## config.mk

```make
export PLATFORM = sky130hd
export DESIGN_NAME = adder_arbiter_flat
export DESIGN_NICKNAME = d
export VERILOG_FILES = /design/src/rtl/adder_arbiter_if.sv /design/src/rtl/adder_arbiter.sv /design/src/flat_wrapper.sv
export SDC_FILE = /design/constraint.sdc
export NUM_CORES = 1
export LEC_CHECK = 0
export BUFFER_PORTS_ARGS = -buffer_cell sky130_fd_sc_hd__buf_2
export CORE_ASPECT_RATIO = 1.1
export CORE_MARGIN = 8
export CORE_UTILIZATION = 54
export DETAILED_ROUTE_END_ITERATION = 6
export GPL_TIMING_DRIVEN = 0
export PLACE_DENSITY = 0.9
export SETUP_SLACK_MARGIN = 0.4
export SKIP_CTS_REPAIR_TIMING = 1
export SLEW_MARGIN = 15
export SYNTH_ARGS = -nofsm -noshare
export SYNTH_HDL_FRONTEND = slang
export SYNTH_SLANG_ARGS = --single-unit
```

## constraint.sdc

```tcl
create_clock -name clk -period 3.1 [get_ports clk]
set_input_delay 0.62 -clock clk [delete_from_list [all_inputs] [get_ports clk]]
set_output_delay 0.62 -clock clk [all_outputs]
set_load 0.02 [all_outputs]
```

## src/rtl/adder_arbiter_if.sv

```systemverilog
// Bundle of requester-lane and shared-adder signals for adder_arbiter.
// The slave modport is the arbiter's view; the master modport is the environment's.
interface adder_arbiter_if;
    logic [3:0]  req;
    logic [7:0]  op_a;
    logic [7:0]  op_b;
    logic [3:0]  gnt;
    logic [3:0]  done;
    logic [11:0] res;
    logic [1:0]  add_a;
    logic [1:0]  add_b;
    logic        add_go;
    logic [2:0]  add_sum;
    logic        busy;

    modport slave (
        input  req, op_a, op_b, add_sum,
        output gnt, done, res, add_a, add_b, add_go, busy
    );

    modport master (
        output req, op_a, op_b, add_sum,
        input  gnt, done, res, add_a, add_b, add_go, busy
    );
endinterface

```

## src/rtl/adder_arbiter.sv

```systemverilog
// Round-robin arbiter that time-shares one 2-bit adder of latency ADD_LAT among
// four lanes, capturing each lane's 3-bit sum and pulsing its done bit.
module adder_arbiter #(
    parameter int ADD_LAT = 1
) (
    input logic             clk,
    input logic             reset,
    adder_arbiter_if.slave  bus
);

    typedef enum logic [1:0] {IDLE, ISSUE, WAIT, DONE} state_t;

    state_t      state;
    state_t      next_state;
    logic [1:0]  last;
    logic [1:0]  lane;
    logic [1:0]  pick_lane;
    logic [2:0]  cnt;
    logic [1:0]  sel_a;
    logic [1:0]  sel_b;

    logic [3:0]  gnt_r;
    logic [3:0]  done_r;
    logic [11:0] res_r;
    logic [1:0]  add_a_r;
    logic [1:0]  add_b_r;
    logic        add_go_r;
    logic        busy_r;

    // Later loop iterations win, so iterating from offset 4 down to 1 leaves the
    // nearest set bit after 'last'; 'last' itself (offset 4) has lowest priority.
    function automatic logic [1:0] rr_pick(input logic [3:0] r, input logic [1:0] l);
        logic [1:0] c;
        rr_pick = l;
        for (int i = 4; i >= 1; i--) begin
            c = l + 2'(i);
            if (r[c]) rr_pick = c;
        end
    endfunction

    always_comb begin
        pick_lane = rr_pick(bus.req, last);
        sel_a     = 2'(bus.op_a >> {pick_lane, 1'b0});
        sel_b     = 2'(bus.op_b >> {pick_lane, 1'b0});
    end

    always_ff @(posedge clk or posedge reset) begin
        if (reset) state <= IDLE;
        else       state <= next_state;
    end

    always_comb begin
        next_state = state;
        case (state)
            IDLE:    if (|bus.req) next_state = ISSUE;
            ISSUE:   next_state = WAIT;
            WAIT:    if (cnt == 3'd1) next_state = DONE;
            DONE:    next_state = IDLE;
            default: next_state = IDLE;
        endcase
    end

    // All outputs are registered from next_state so nothing leaks combinationally.
    always_ff @(posedge clk or posedge reset) begin
        if (reset) begin
            last     <= 2'd3;
            lane     <= 2'd0;
            cnt      <= 3'd0;
            gnt_r    <= 4'd0;
            done_r   <= 4'd0;
            res_r    <= 12'd0;
            add_a_r  <= 2'd0;
            add_b_r  <= 2'd0;
            add_go_r <= 1'b0;
            busy_r   <= 1'b0;
        end else begin
            add_go_r <= (next_state == ISSUE);
            busy_r   <= (next_state != IDLE);
            done_r   <= 4'd0;
            case (state)
                IDLE: begin
                    if (next_state == ISSUE) begin
                        lane    <= pick_lane;
                        gnt_r   <= 4'(4'b0001 << pick_lane);
                        add_a_r <= sel_a;
                        add_b_r <= sel_b;
                    end
                end
                ISSUE: cnt <= 3'(ADD_LAT);
                WAIT: begin
                    cnt <= cnt - 3'd1;
                    if (cnt == 3'd1) begin
                        done_r <= gnt_r;
                        for (int i = 0; i < 4; i++) begin
                            if (lane == 2'(i)) res_r[3*i +: 3] <= bus.add_sum;
                        end
                    end
                end
                DONE: begin
                    last  <= lane;
                    gnt_r <= 4'd0;
                end
                default: ;
            endcase
        end
    end

    assign bus.gnt    = gnt_r;
    assign bus.done   = done_r;
    assign bus.res    = res_r;
    assign bus.add_a  = add_a_r;
    assign bus.add_b  = add_b_r;
    assign bus.add_go = add_go_r;
    assign bus.busy   = busy_r;

endmodule
```

## src/flat_wrapper.sv

```systemverilog
// flat-port wrapper written by rule: the top's interface ports become plain ports
module adder_arbiter_flat 
#(
    parameter int ADD_LAT = 1
)
  (clk, reset, bus_req, bus_op_a, bus_op_b, bus_add_sum, bus_gnt, bus_done, bus_res, bus_add_a, bus_add_b, bus_add_go, bus_busy);
  adder_arbiter_if bus_i ();
  input logic clk;
  input logic reset;
  input wire logic [$bits(bus_i.req)-1:0] bus_req;
  input wire logic [$bits(bus_i.op_a)-1:0] bus_op_a;
  input wire logic [$bits(bus_i.op_b)-1:0] bus_op_b;
  input wire logic [$bits(bus_i.add_sum)-1:0] bus_add_sum;
  output wire logic [$bits(bus_i.gnt)-1:0] bus_gnt;
  output wire logic [$bits(bus_i.done)-1:0] bus_done;
  output wire logic [$bits(bus_i.res)-1:0] bus_res;
  output wire logic [$bits(bus_i.add_a)-1:0] bus_add_a;
  output wire logic [$bits(bus_i.add_b)-1:0] bus_add_b;
  output wire logic [$bits(bus_i.add_go)-1:0] bus_add_go;
  output wire logic [$bits(bus_i.busy)-1:0] bus_busy;
  assign bus_i.req = bus_req;
  assign bus_i.op_a = bus_op_a;
  assign bus_i.op_b = bus_op_b;
  assign bus_i.add_sum = bus_add_sum;
  assign bus_gnt = bus_i.gnt;
  assign bus_done = bus_i.done;
  assign bus_res = bus_i.res;
  assign bus_add_a = bus_i.add_a;
  assign bus_add_b = bus_i.add_b;
  assign bus_add_go = bus_i.add_go;
  assign bus_busy = bus_i.busy;
  adder_arbiter #(.ADD_LAT(ADD_LAT)) u_core (.clk(clk), .reset(reset), .bus(bus_i));
endmodule
```

**After elaboration in Yosys (flattened, before gate mapping)**

Index checks and enable logic that the tools add are counted.

- Register bits after elaboration: 35
- Bits in latches: 0
- Bits in writable memories: 0
- Memory bits (read-only): 0
- Input bits: 25
- Output and inout port bits: 26
- Memories kept: 0

- $add $sub $neg: 4
- Multipliers: 0
- Divide/modulo/power cells: 0
- Order comparisons: 3
- Equal/unequal tests: 9
- Shifts and indexed selects: 3
- Muxes and demuxes: 17
- Bitwise logic cells: 0
- Reduce and logical (&&, ||, !) cells: 12

Operators by type and width:

| operator | number |
|---|---|
| >> shifter 8 x 3 -> 2 bit | 2 |
| two-way mux 4 bit | 3 |
| AND reduction 3 bit | 4 |
| two-way mux 2 bit | 5 |
| < comparator 2 x 3 -> 1 bit (second input constant) | 3 |
| equality test 2 bit (second input constant) | 4 |
| case mux 2 bit (4 select lines) | 1 |
| case mux 4 bit (2 select lines) | 1 |
| binary-select mux 1 bit (select 2 bit) | 3 |
| equality test 2 x 1 -> 1 bit (second input constant) | 3 |
| case mux 3 bit (2 select lines) | 1 |
| nonzero test 2 bit | 3 |
| adder 2 bit (second input constant) | 2 |
| zero test 2 bit | 2 |
| AND reduction 2 bit | 2 |
| OR reduction 4 bit | 1 |
| left shift 1 x 2 -> 4 bit (first input constant) | 1 |
| equality test 3 x 1 -> 1 bit (second input constant) | 1 |
| two-way mux 1 bit | 3 |
| subtractor 3 x 1 -> 3 bit (second input constant) | 1 |
| adder 2 x 1 -> 2 bit (second input constant) | 1 |
| != test 2 x 1 -> 1 bit (second input constant) | 1 |

**Depth between registers and ports, before layout**

- Depth in word-level cells: 9
- Gate-level depth with buffers: 7

**Least setup slack after synthesis**

Ideal clock, no wire load.

- Kind: reg2reg
- Start point: register u_core.state[0]
- End point: register u_core.add_a_r[0] (netlist: u_core.bus.add_a[0])
- Arrival: 1824 ps
- Required time: 2969 ps
- Slack: 1145 ps
- Stages on the path, launching flop included: 8
- Path buffers: 0
- Clock period less this slack: 1955 ps
- Cells stage by stage: dfrtp_1 inv_1 ha_1 nand4bb_2 a311oi_4 nand2_4 a221oi_1 a31oi_1

- Word-level cells in the longest chain between the ends: 4
- Elaborated cells between the ends (all ways): 9
- Those cells by class: eq/ne (4); mux (3); reduce/logical (2)

RTL lines:

| element | line | source |
|---|---|---|
| from (decl) | adder_arbiter.sv:13 | `state_t state;` |
| from (signal assigned) | adder_arbiter.sv:49 | `else state <= next_state;` |
| equality test 2 bit, or another cell as far along | adder_arbiter.sv:54 | `case (state)` |
| case mux 2 bit (4 select lines) | adder_arbiter.sv:54 |  |
| equality test 2 x 1 -> 1 bit | adder_arbiter.sv:82 | `if (next_state == ISSUE) begin` |
| AND reduction 2 bit (no source line) (*) | - |  |
| to (signal assigned) | adder_arbiter.sv:85 | `add_a_r <= sel_a;` |
| to (decl) | adder_arbiter.sv:25 | `logic [1:0] add_a_r;` |

Every way passes the cells marked *; elsewhere a longest branch is shown, timed or not.
A chain may end at the register's enable or synchronous reset.

**Worst setup path after layout**

- Start point: register u_core.state[0]
- End point: register u_core.add_a_r[1] (netlist: u_core.bus.add_a[1])

Same word-level chain as after synthesis.

==> flow_summary_export.csv <==
group,metric,value,unit
setup_path,cpPeakStageDelay,0.53,ns
flow_run,maxCapViolCount,0,
placement,port_buffers,50,
floorplan,die_area,5150,µm²
finish,syn2layout_area_growth,20.4,%
setup_path,startpoint,"u_core.state[0]",
floorplan,initial_core_util,56.0,%
setup_path,rrSetupSlack,0.83,ns
synth,synth_seq_cells,35,
setup_path,cp_num_buf_inv,1,
setup_path,crit_chain,"inv_1 > ha_1 > nand4bb_2 > a311oi_4 > nand2_4 > a221oi_1 > a31oi_1",
placement,dpl.hpwl,2.96,mm
pwr,power_density,1060,nW/µm²
pwr,peakVddDrop,0.664,mV
finish,drive_gt1_share,38.5,%
timing,clock_skew,0.00384,ns
timing,setup_violations,0,
pwr,p_sw_share,44.2,%
synth,yosys-top-cells-area,"dfrtp_1 49%, mux2_2 10%, ha_1 4.5%",
clock_tree,cts_root_buffer,"clkbuf_4",
setup_path,setup.worst_path.end,"u_core.bus.add_a[1]",
pwr,power.total,2.14,mW
global_routing,grt_overflow,0,
pwr,switchingPower,0.945,mW
min_path,holdCritPathClass,"input port to asynchronous set/reset pin",
synth,synthCells,150,
clock_tree,clock-sinks,35,
synth,avgSynthCellArea,11.2,µm²
pwr,p_leak,0.983,nW
timing,fmax,441,MHz
global_routing,grt_pass1_vias,1374,
setup_path,reg2reg_depth,7,
setup_path,startpoint_type,"flop",
synth,synth_enable_flop_cells,0,
routing,drcViolationCount,0,
timing,fin_tns_setup,0,ns
setup_path,end_kind,"flop",
setup_path,setup.worst_path.class,"flop to flop",
global_routing,grtUsageTotal,14.4,%
synth,ys_seq_area_share,52.3,%
outcome,status,"complete, no violations",
timing,finalCriticalPeriod,2.27,ns
timing,finalHoldViolations,0,
setup_path,required,3.32,ns
timing,drv_slew,0,
placement,gp_congestion,0.786,
clock_tree,clk_path_buf_depth,2,
finish,fin_cells,242,
routing,vias,1357,
routing,drtIter0Drc,76,
timing,rsz0062_at_grt,"false",
clock_tree,htreeDepth,2,
pwr,internal_power,1.19,mW
global_routing,antenna_found_initial,0,
pwr,pwr-share-clk,10.8,%
placement,dp.cells,234,
synth,async_flop_share,100,%
floorplan,rows,21,
setup_path,r2r-end,"u_core.bus.add_a[1]",
timing,worst_slew_pin_slew,0.899,ns
floorplan,die_h,74.5,µm
setup_path,critPathTopFamily,"compound AO/OA/AOI/OAI gates",
synth,yosysUniqueCellTypes,32,
finish,post-route-util,67.5,%
routing,drt_wl_total,3.74,mm
clock_tree,cts_tree,"built",
routing,final_antenna_net_count,0,
clock_tree,clk_pin_slew,0.10,ns
finish,fin_area,2020,µm²
synth,synth_top_cell_by_area,"dfrtp_1",
finish,n_antenna_cell,0,
synth,synth_top_area_share,49.2,%
timing,relSlewSlack,39.3,%
floorplan,io_pins,51,
clock_tree,cts_made_buffers,5,
pwr,pwr-share-comb,52.3,%
routing,wire_per_inst,15.5,µm
global_routing,grt_max_degree,36,
global_routing,grt_pass1_wl,5.98,mm
floorplan,die_w,69.1,µm
pwr,seq_power_share,36.9,%
routing,drt_first_pass_iters,4,
floorplan,core,3000,µm²
routing,via_per_inst,5.61,
timing,timing.final.crit_share,73.1,%
setup_path,cpMaxStageDelayCell,"a311oi_4",
synth,ys_top_cells_by_count,"33 x dfrtp_1, 15 x mux2_2, 13 x nand2_1",
placement,place_area,1970,µm²
clock_tree,clk_latency,0.33,ns
setup_path,arrival,2.48,ns
synth,syn-num-nets,181,
synth,syn_area,1680,µm²
synth,yosysWarnings,0,
synth,yosysMostFrequentCell,"dfrtp_1",
setup_path,rr_startpoint,"u_core.state[0]",
finish,nets,238,
synth,synthFlopType,"dfrtp_1",
setup_path,cp.depth,7,
setup_path,critPathMaxFanout,8,
==> metrics by stage <==
stage | worst slack, ns | hold WS (ns)
final | 0.834 | 0.380
after global routing | 0.670 | 0.448
after CTS | 0.837 | 0.393
after detailed placement | 0.866 | 0.490
after global placement | 0.957 | 0.484
after floorplan | 1.14 | 0.494
==> worst min path at each step <==
stage | from | endpoint | depth (start not counted)
floorplan | u_core.cnt[2] | u_core.cnt[2] | 1
global placement | u_core.bus.res[11] | u_core.bus.res[11] | 1
detailed placement | u_core.bus.res[3] | u_core.bus.res[3] | 1
CTS | reset | u_core.lane[1] | 2
global route | reset | u_core.bus.res[11] | 2
finish | reset | u_core.bus.res[5] | 2
==> cell families after synthesis <==
family	after synthesis	synth area share [%]
AOI/OAI and AO/OA	30	13.9
adders and majority gates	6	4.47
buffers and inverters	10	2.24
DFF	35	52.3
muxes	15	10.1
and+or+nand+nor	54	16.9
==> registers in the layout (all words and copies together), names as in the netlist <==
register           cells
u_core.bus.gnt         4
u_core.bus.busy        1
u_core.lane            2
u_core.last            2
u_core.state           2
u_core.bus.res        12
u_core.cnt             3
u_core.bus.done        4
u_core.bus.add_b       2
u_core.bus.add_a       2
u_core.bus.add_go      1
==> layout make-up <==
cell class              instances  area, µm²
fillers                       233        975
inverters                       8       30.0
multi-input cells             105        762
clock buffers                   7       45.0
repair buffers                 50        250
flip-flops and latches         35        878
well taps                      34       42.5
plain buffers                   2       7.51
clock inverters                 1       5.00
==> power by group through the flow <==
stage | sequential, mW | combinational, mW | clock, mW
floorplan | 0.950 | 0.642 | 0
global placement | 0.785 | 1.08 | 0
detailed placement | 0.801 | 1.12 | 0
CTS | 0.790 | 1.13 | 0.235
global route | 0.810 | 1.22 | 0.256
finish | 0.789 | 1.12 | 0.231
==> cells in the final DEF (no fill, tap or decap), types with 2 or more instances in the layout <==
cell type	instances
buf_2	50
dfrtp_1	33
mux2_2	15
nand2_1	13
nor2_1	11
nand3_1	11
o21ai_0	9
inv_1	7
ha_1	6
nor2b_1	5
and2_1	5
a31oi_1	5
clkbuf_4	5
clkbuf_1	4
a221oi_1	4
a21oi_1	2
nand4_1	2
a32oi_1	2
dfstp_2	2
==> worst register-to-register path: stages, from the launching register on <==
cell	delay [ns]
dfrtp_1	0.39
inv_1	0.17
ha_1	0.33
nand4bb_2	0.19
a311oi_4	0.53
nand2_4	0.13
a221oi_1	0.27
a31oi_1	0.13
==> per-layer routing <==
metal,vias up,routed length [µm],track usage (%)
li1,660,-,-
met1,660,1390,13.6
met4,0,54,7.29
met5,-,0,0
met2,31,2070,27.4
met3,6,229,5.07
(Power assumes the default switching activity.)
